File: src/rtl/seri2para_pkg.sv
// rtl/seri2para_pkg.sv - shared state type and width helpers for the row-stream deserialiser
package seri2para_pkg;

  typedef enum logic [1:0] {
    S_IDLE  = 2'd0,
    S_RUN   = 2'd1,
    S_DRAIN = 2'd2
  } state_e;

  // Counter width for an index running 0..n-1, never narrower than one bit
  function automatic int idx_w(input int n);
    return (n > 1) ? $clog2(n) : 1;
  endfunction

endpackage

File: src/rtl/seri2para_row_asm.sv
// rtl/seri2para_row_asm.sv - column counter and pixel slice insertion for one row
module seri2para_row_asm
  import seri2para_pkg::*;
#(
  parameter int COLS      = 640,
  parameter int PIX_W     = 1,
  parameter int MSB_FIRST = 1
) (
  input  logic                  clk_i,
  input  logic                  rst_ni,
  input  logic                  clear_i,
  input  logic                  pix_fire_i,
  input  logic [PIX_W-1:0]      pix_i,
  input  logic                  hold_free_i,
  output logic                  row_done_o,
  output logic                  asm_full_o,
  output logic [COLS*PIX_W-1:0] row_word_o
);

  localparam int COL_W = idx_w(COLS);
  localparam logic [COL_W-1:0] COL_LAST = COL_W'(COLS - 1);

  logic [COL_W-1:0]      col_q;
  logic [COLS*PIX_W-1:0] row_q;
  logic                  asm_full_q;
  int                    slice_lo;

  // Row word including the pixel accepted this cycle, so a finished row can go straight to hold
  always_comb begin
    slice_lo   = 0;
    row_word_o = row_q;
    if (pix_fire_i) begin
      if (MSB_FIRST != 0) slice_lo = (COLS - 1 - int'(col_q)) * PIX_W;
      else                slice_lo = int'(col_q) * PIX_W;
      row_word_o[slice_lo +: PIX_W] = pix_i;
    end
  end

  assign row_done_o = pix_fire_i && (col_q == COL_LAST);
  assign asm_full_o = asm_full_q;

  // Column count, row storage, and the full flag that parks a row until hold frees
  always_ff @(posedge clk_i or negedge rst_ni) begin
    if (!rst_ni) begin
      col_q      <= '0;
      row_q      <= '0;
      asm_full_q <= 1'b0;
    end else if (clear_i) begin
      col_q      <= '0;
      asm_full_q <= 1'b0;
    end else begin
      if (pix_fire_i) begin
        row_q <= row_word_o;
        col_q <= (col_q == COL_LAST) ? '0 : col_q + 1'b1;
      end
      if (row_done_o && !hold_free_i)      asm_full_q <= 1'b1;
      else if (asm_full_q && hold_free_i)  asm_full_q <= 1'b0;
    end
  end

endmodule

File: src/rtl/seri2para_rowstream.sv
// rtl/seri2para_rowstream.sv - pixel stream to per-row parallel words with a one-row hold buffer
module seri2para_rowstream
  import seri2para_pkg::*;
#(
  parameter int  COLS      = 640,
  parameter int  ROWS      = 480,
  parameter int  PIX_W     = 1,
  parameter int  MSB_FIRST = 1,
  parameter int  FCNT_W    = 16,
  localparam int ROW_W     = idx_w(ROWS)
) (
  input  logic                  iCLK,
  input  logic                  iRST_n,
  input  logic                  iSTART,
  input  logic                  iABORT,
  input  logic                  iPIX_VALID,
  input  logic [PIX_W-1:0]      iPIX,
  output logic                  oPIX_READY,
  output logic                  oROW_VALID,
  output logic [COLS*PIX_W-1:0] oROW_DATA,
  output logic [ROW_W-1:0]      oROW_IDX,
  input  logic                  iROW_READY,
  output logic                  oBUSY,
  output logic                  oFinished,
  output logic [FCNT_W-1:0]     oFRAME_CNT
);

  localparam logic [ROW_W-1:0] ROW_LAST = ROW_W'(ROWS - 1);

  state_e                state_q;
  logic [ROW_W-1:0]      row_q;
  logic [ROW_W-1:0]      pend_idx_q;
  logic [ROW_W-1:0]      hold_idx_q;
  logic [COLS*PIX_W-1:0] hold_q;
  logic                  hold_valid_q;
  logic                  finished_q;
  logic [FCNT_W-1:0]     fcnt_q;

  logic                  asm_full;
  logic                  row_done;
  logic [COLS*PIX_W-1:0] row_word;
  logic                  pix_fire;
  logic                  pop;
  logic                  hold_free;
  logic                  hold_load;
  logic                  start_go;
  logic                  asm_clear;
  logic [ROW_W-1:0]      hold_idx_d;

  assign oPIX_READY = (state_q == S_RUN) && !asm_full;
  assign pix_fire   = iPIX_VALID && oPIX_READY;
  assign pop        = hold_valid_q && iROW_READY;
  assign hold_free  = !hold_valid_q || pop;
  assign hold_load  = hold_free && (row_done || asm_full);
  assign start_go   = (state_q == S_IDLE) && iSTART && !iABORT;
  assign asm_clear  = iABORT || start_go;
  assign hold_idx_d = row_done ? row_q : pend_idx_q;

  seri2para_row_asm #(
    .COLS      (COLS),
    .PIX_W     (PIX_W),
    .MSB_FIRST (MSB_FIRST)
  ) u_row_asm (
    .clk_i       (iCLK),
    .rst_ni      (iRST_n),
    .clear_i     (asm_clear),
    .pix_fire_i  (pix_fire),
    .pix_i       (iPIX),
    .hold_free_i (hold_free),
    .row_done_o  (row_done),
    .asm_full_o  (asm_full),
    .row_word_o  (row_word)
  );

  // Frame FSM, row counter, hold buffer and frame bookkeeping; abort overrides everything
  always_ff @(posedge iCLK or negedge iRST_n) begin
    if (!iRST_n) begin
      state_q      <= S_IDLE;
      row_q        <= '0;
      pend_idx_q   <= '0;
      hold_idx_q   <= '0;
      hold_q       <= '0;
      hold_valid_q <= 1'b0;
      finished_q   <= 1'b0;
      fcnt_q       <= '0;
    end else begin
      finished_q <= 1'b0;
      if (iABORT) begin
        state_q      <= S_IDLE;
        row_q        <= '0;
        pend_idx_q   <= '0;
        hold_valid_q <= 1'b0;
      end else begin
        if (hold_load) begin
          hold_q       <= row_word;
          hold_idx_q   <= hold_idx_d;
          hold_valid_q <= 1'b1;
        end else if (pop) begin
          hold_valid_q <= 1'b0;
        end
        if (row_done && !hold_load) pend_idx_q <= row_q;
        case (state_q)
          S_IDLE: begin
            if (iSTART) begin
              state_q <= S_RUN;
              row_q   <= '0;
            end
          end
          S_RUN: begin
            if (row_done) begin
              if (row_q == ROW_LAST) begin
                row_q   <= '0;
                state_q <= S_DRAIN;
              end else begin
                row_q <= row_q + 1'b1;
              end
            end
          end
          S_DRAIN: begin
            if (pop && !asm_full) begin
              state_q    <= S_IDLE;
              finished_q <= 1'b1;
              fcnt_q     <= fcnt_q + 1'b1;
            end
          end
          default: state_q <= S_IDLE;
        endcase
      end
    end
  end

  assign oROW_VALID = hold_valid_q;
  assign oROW_DATA  = hold_q;
  assign oROW_IDX   = hold_idx_q;
  assign oBUSY      = (state_q != S_IDLE);
  assign oFinished  = finished_q;
  assign oFRAME_CNT = fcnt_q;

endmodule
File: config.mk
export PLATFORM = sky130hd
export DESIGN_NAME = seri2para_rowstream
export DESIGN_NICKNAME = d
export VERILOG_FILES = /design/src/rtl/seri2para_pkg.sv /design/src/rtl/seri2para_row_asm.sv /design/src/rtl/seri2para_rowstream.sv
export SDC_FILE = /design/constraint.sdc
export NUM_CORES = 2
export LEC_CHECK = 0
export ABC_AREA = 1
export CAP_MARGIN = 15
export CORE_ASPECT_RATIO = 1.25
export CORE_UTILIZATION = 52
export CTS_BUF_LIST = sky130_fd_sc_hd__clkbuf_8 sky130_fd_sc_hd__clkbuf_16
export DETAILED_ROUTE_END_ITERATION = 8
export DONT_BUFFER_PORTS = 1
export PLACE_DENSITY_LB_ADDON = 0.12
export SYNTH_ARGS = -nofsm -noshare
export SYNTH_HDL_FRONTEND = slang
export SYNTH_SLANG_ARGS = --single-unit
File: constraint.sdc
create_clock -name iCLK -period 4.6 [get_ports iCLK]
set_clock_uncertainty 0.2 [all_clocks]
set_input_delay 0.46 -clock iCLK [delete_from_list [all_inputs] [get_ports iCLK]]
set_output_delay 0.46 -clock iCLK [all_outputs]
set_load 0.02 [all_outputs]
# Word level (Yosys, flattened, before mapping)
# Cells that the tools add are included.
# classes
n_reduce_logical	31
bitwise	2
muxes	29
n_eq_ne	8
n_addsub	5
shift	2
# ops
operator	count
640-bit bitwise mux	1
640-bit 2-to-1 mux	1
1-bit by 33-bit variable shift with 640-bit output (first input constant)	1
1-bit by 33-bit indexed part select with 640-bit output	1
9-bit 2-to-1 mux	7
32-bit negator with 33-bit output	1
32-bit 2-to-1 mux	1
10-bit 2-to-1 mux	3
9-bit one-hot mux with 2 select lines	1
16-bit by 1-bit adder with 16-bit output (second input constant)	1
1-bit logical AND	11
10-bit by 10-bit subtractor with 11-bit output (first input constant)	1
10-bit by 1-bit adder with 10-bit output (second input constant)	1
10-bit equality test (second input constant)	1
2-bit 2-to-1 mux	5
9-bit by 1-bit adder with 9-bit output (second input constant)	1
9-bit equality test (second input constant)	1
1-bit 2-to-1 mux	9
3-bit inequality test (second input constant)	3
3-bit nonzero test	3
2-bit one-hot mux with 3 select lines	1
3-bit AND reduction	2
2-bit nonzero test	3
1-bit logical NOT	5
8 further kinds	12
# totals
output_inout_bits	669
reg_bits	1338
inputBits	7
word_cells	88

# Depth between registers and ports, before layout
# depth
word_depth	10
mapped_depth	27
ltp_nobuf	27

# Hierarchy
# A second synthesis with hierarchy kept.
# hier_totals
hier_cells	9564
area_unflattened_um2	68672.1
# by_module_without_submodules
module	cells_per_inst	n_inst	seq_area_each_um2	area_per_inst_um2
seri2para_row_asm	6570	1	16290.6	42423.2
seri2para_rowstream	2994	1	17191.5	26248.9

# Least setup slack after synthesis
# OpenSTA, ideal clock, no wires.
# synth_path
kind	register -> register
start	reg u_row_asm.col_q[7]
end	reg hold_q[480] (netlist: oROW_DATA[480])
path_slack_ps	860
t_arrival_ps	3423
period_less_slack_ps	3740
required_time_ps	4283
path_buffers	0
path_stages_with_launch	27
setup_time_ps	117
cell_sequence	dfrtp_1 inv_1 ha_1 ha_1 inv_1 nand3_2 nor2_1 inv_1 ha_1 inv_1 nand2_1 nor2_1 nand2_1 nand2_1 nand2_1 nor2_1 nand2_1 nor2_2 nand4_1 nor2_1 nand2_1 nor3_2 nand3_1 nand2_1 nand2_1 nand2_1 nand2_1
# synth_between
elab_chain_cells	6
elab_cells_between_ends	12
cone_classes	add/sub (2); eq/ne (1); shift (2); mux (3); reduce/logical (4)
# synth_rtl
element	line	source
start: declaration	seri2para_row_asm.sv:23	logic [COL_W-1:0] col_q;
start signal: assignment	seri2para_row_asm.sv:54	col_q <= (col_q == COL_LAST) ? '0 : col_q + 1'b1;
10-bit by 10-bit subtractor with 11-bit output	seri2para_row_asm.sv:33	if (MSB_FIRST != 0) slice_lo = (COLS - 1 - int'(col_q)) * PIX_W;
32-bit 2-to-1 mux	seri2para_row_asm.sv:32	if (pix_fire_i) begin
32-bit negator with 33-bit output	seri2para_row_asm.sv:35	row_word_o[slice_lo +: PIX_W] = pix_i;
1-bit by 33-bit indexed part select with 640-bit output / 1-bit by 33-bit variable shift with 640-bit output (equally long branches)	seri2para_row_asm.sv:35	
640-bit bitwise mux	seri2para_row_asm.sv:35	
640-bit 2-to-1 mux	seri2para_row_asm.sv:32	
end signal: assignment	seri2para_rowstream.sv:95	hold_q <= row_word;
end: declaration	seri2para_rowstream.sv:34	logic [COLS*PIX_W-1:0] hold_q;
# Parallel ways exist; a longest one is shown, timed or not. The select of a mux whose other input is x is not followed.
# A chain may end at the register's enable or synchronous reset.

# Final worst setup path
# layout_path
start	reg u_row_asm.col_q[8]
end	reg hold_q[584] (netlist: oROW_DATA[584])
# The elaborated chain is that of the path after synthesis.

==> results.sh <==
export IMPL_timing_worst_slew_pin_value_ps=1540
export IMPL_postSynthNetCount=8912
export IMPL_power_total_mw=25.6
export IMPL_h_tree_depth=4
export IMPL_post_synth_top_area_cell="dfrtp_1"
export IMPL_antenna_found_initial=4
export IMPL_vias_per_cell=5.83
export IMPL_via_count=61779
export IMPL_tritoncts_num_buffers=139
export IMPL_worstSetupEndpoint="oROW_DATA[584]"
export IMPL_layout_common_cells="nand2_1, dfrtp_1, nand3_1"
export IMPL_worst_setup_path_start_kind="register"
export IMPL_core_region_area_um2=125000
export IMPL_rows=145
export IMPL_register_area_um2=33500
export IMPL_power_static_leakage_nw=38.7
export IMPL_place_ws_ps=-159
export IMPL_yosysUniqueCellTypes=37
export IMPL_critical_path_top_delay_family="simple AND/OR/NAND/NOR gates"
export IMPL_peakVddDrop_v=0.000304
export IMPL_crit_reg2reg_capture="oROW_DATA[584]"
export IMPL_postLayoutSetupSlackWorst_ps=195
export IMPL_synth_top_cells_by_area="dfrtp_1, nand2_1, nand3_1, nand4_1, o21ai_0"
export IMPL_violations="negative hold slack, max-slew violations"
export IMPL_overflow=0
export IMPL_floorplan_initialDensity=0.523
export IMPL_dp_cells=10326
export IMPL_cts_hold_buffers_added=6
export IMPL_cts_path_max_buffers=3
export IMPL_detail_route_wl_per_cell_um=23.6
export IMPL_critical_path_buf_inv_count=10
export IMPL_clk_pin_slew_ps=60
export IMPL_horiz_die_dim_um=319
export IMPL_outcome="finished, violations left"
export IMPL_boundaryPins=676
export IMPL_ctsRootBufferMaster="clkbuf_16"
export IMPL_setup_worst_path_class="register to register"
export IMPL_first_global_vias=56953
export IMPL_drive_above_1_share=0.0816
export IMPL_crit_fanout=9
export IMPL_postRouteAntennaNets=0
export IMPL_drt_initial_drc_count=7756
export IMPL_worst_path_max_delay_cell="nor3_1"
export IMPL_layout_nets=8896
export IMPL_synthToLayoutAreaGrowth_pct=13.7
export IMPL_critPathLaunch="u_row_asm.col_q[8]"
export IMPL_multi_input_comb_area_um2=28700
export IMPL_slowest_delay_ps=500
export IMPL_synthesis_area_um2=65300
export IMPL_r2r_start="u_row_asm.col_q[8]"
export IMPL_num_fill_cells=11456
export IMPL_max_freq_mhz=227
export IMPL_detailed_place_hpwl_mm=166
export IMPL_worst_r2r_path_depth=24
export IMPL_drcViolationCount=0
export IMPL_cts_sinks=1338
export IMPL_yosysWarnings=0
export IMPL_grtUsageTotal=0.386
export IMPL_grt_setup_unrepaired="true"
export IMPL_worst_endpoint_arrival_ps=4910
export IMPL_min_delay_worst_type="primary input to async pin"
export IMPL_grt_max_degree=1339
export IMPL_critical_path_top_cell_by_count="inv_1"
export IMPL_total_count_of_hold_check_failures_in_the_final_report=169
export IMPL_commonest_non_fill_non_tap_cell_in_the_layout="nand2_1"
export IMPL_timing_final_crit_period_ps=4400
export IMPL_port_buffers=0
export IMPL_die_h_um=398
export IMPL_timing_final_max_slew_violations=76
export IMPL_post_synth_inst_count=8891
export IMPL_route_final_wire_length_mm=250
export IMPL_setup_total_negative_slack_ps=0
export IMPL_timing_max_slew_rel_slack=-0.0270
export IMPL_die_area_um2=127000
export IMPL_tritoncts="built"
export IMPL_layout_worst_path_cycle_share=0.958
export IMPL_final_cell_count_no_fill=10594
export IMPL_setup_viol_count_final=0
export IMPL_path_cells="inv_2, ha_1, ha_4, inv_1, nand3_2, nor2_4, ha_1, inv_2, buf_4, nand3_1, nor2_1, inv_1, nor2_1, inv_1, nor2_1, inv_1, nor2_1, inv_1, nor3_1, buf_4, inv_1, nand4_1, nand3_1, nand2_1"
export IMPL_gp_congestion=0.959
export IMPL_worst_skew_pair_later_pin_latency_ps=780
export IMPL_crit_path_end_kind="register"
export IMPL_power_density_nw_per_um2=344
export IMPL_seq_area_frac_synth=0.513
export IMPL_synthDominantCellAreaShare=0.513
export IMPL_timing_critical_path_required_ps=5100
export IMPL_hold_worst_slack_ps=-823
export IMPL_yosys_register_bits=1338
export IMPL_max_cap_violations=0
export IMPL_global_route_wire_length_before_repair_mm=369
export IMPL_timing_critical_path_depth=24
export IMPL_detail_route_first_pass_iterations=7
export IMPL_synth_avg_cell_area_um2=7.35
export IMPL_setup_slack_on_the_worst_flop_to_flop_path_ps=200
## logic make-up after synthesis
group	after synthesis	synth area share
compound gates	449	0.0361
xor+xnor	21	0.00293
fa+ha+maj	14	0.00268
buf+inv	905	0.0528
flops	1338	0.513
simple gates	6164	0.393
## area by class of cell
cell class                      instances  share of cell area
Clock buffer                          173              0.0541
Antenna cell                            1           0.0000337
Clock inverter                         69             0.00996
Sequential cell                      1338               0.451
Tap cell                             1617              0.0272
Inverter                              339              0.0180
Timing Repair Buffer                  409              0.0532
Multi-Input combinational cell       6648               0.387
## state kept, by name (all words and copies together) (netlist names)
register / flops
oFRAME_CNT: 16
oFinished: 1
oROW_DATA: 640
oROW_IDX: 9
oROW_VALID: 1
pend_idx_q: 9
row_q: 9
state_q: 2
u_row_asm.asm_full_o: 1
u_row_asm.col_q: 10
u_row_asm.row_q: 640
## metal layers
metal	global-route usage	vias to the layer above	routed length, um
li1	-	28483	-
met1	0.496	29769	97100
met2	0.578	2996	111000
met3	0.107	529	25600
met4	0.238	2	16400
met5	0	-	13
## how the worst min path moves through the flow
stage / from / to
finish: iRST_n / oFRAME_CNT[15]
global route: iRST_n / oFRAME_CNT[15]
floorplan: iRST_n / oFRAME_CNT[0]
global placement: iRST_n / oFRAME_CNT[15]
CTS: iRST_n / oFRAME_CNT[15]
detailed placement: iRST_n / oFRAME_CNT[15]
## cell usage after synthesis
library cell and count:
a21o_1 4, a21oi_1 5, a221oi_1 1, a31oi_1 1, and3_1 1, buf_1 115
buf_2 44, clkbuf_1 407, clkinv_1 5, dfrtp_1 1338, ha_1 14, inv_1 328
inv_2 6, nand2_1 4506, nand3_1 732, nand3_2 2, nand3b_1 2, nand4_1 494
nor2_1 269, nor2_2 7, nor2_4 1, nor3_1 114, nor3_2 25, nor3b_1 2
nor4_1 8, o2111ai_1 1, o21a_1 1, o21ai_0 375, o21ai_1 18, o21ai_2 1
o21bai_1 24, o22ai_1 16, o31ai_1 2, or2_2 1, xnor2_1 6, xor2_1 14
xor2_2 1
## worst register-to-register path, cell delays in order (launching register included)
cell and delay [ps]:
dfrtp_1 420, inv_2 70, ha_1 210, ha_4 280, inv_1 40, nand3_2 90, nor2_4 50, ha_1 380
inv_2 90, buf_4 160, nand3_1 130, nor2_1 160, inv_1 80, nor2_1 90, inv_1 70, nor2_1 80
inv_1 60, nor2_1 190, inv_1 230, nor3_1 500, buf_4 260, inv_1 40, nand4_1 100, nand3_1 230
nand2_1 110
## timing repair
action,4_1_cts,5_1_grt
buffers inserted,0,10
endpoints found under the setup margin,7,1035
gates cloned,0,2
gates resized for setup,2,95
endpoints found under the hold margin,1366,169
pin swaps,0,16
## metrics by stage
stage / utilization / hold slack, ps / instance area [um2]
2_1_floorplan: - / -35.6 / 65300
3_3_place_gp: 0.552 / -11.6 / 68900
3_5_place_dp: 0.552 / -11.1 / 68900
4_1_cts: 0.591 / -854 / 73700
5_1_grt: 0.595 / -849 / 74300
6_report: 0.595 / -823 / 74300
## report_power, final
part	internal (mW)	switching, mW	total, mW
clock network	6.96	4.98	11.9
registers	11.9	0.0547	12.0
logic	0.317	1.34	1.66
No activity file was read; power rests on OpenSTA's default activity.
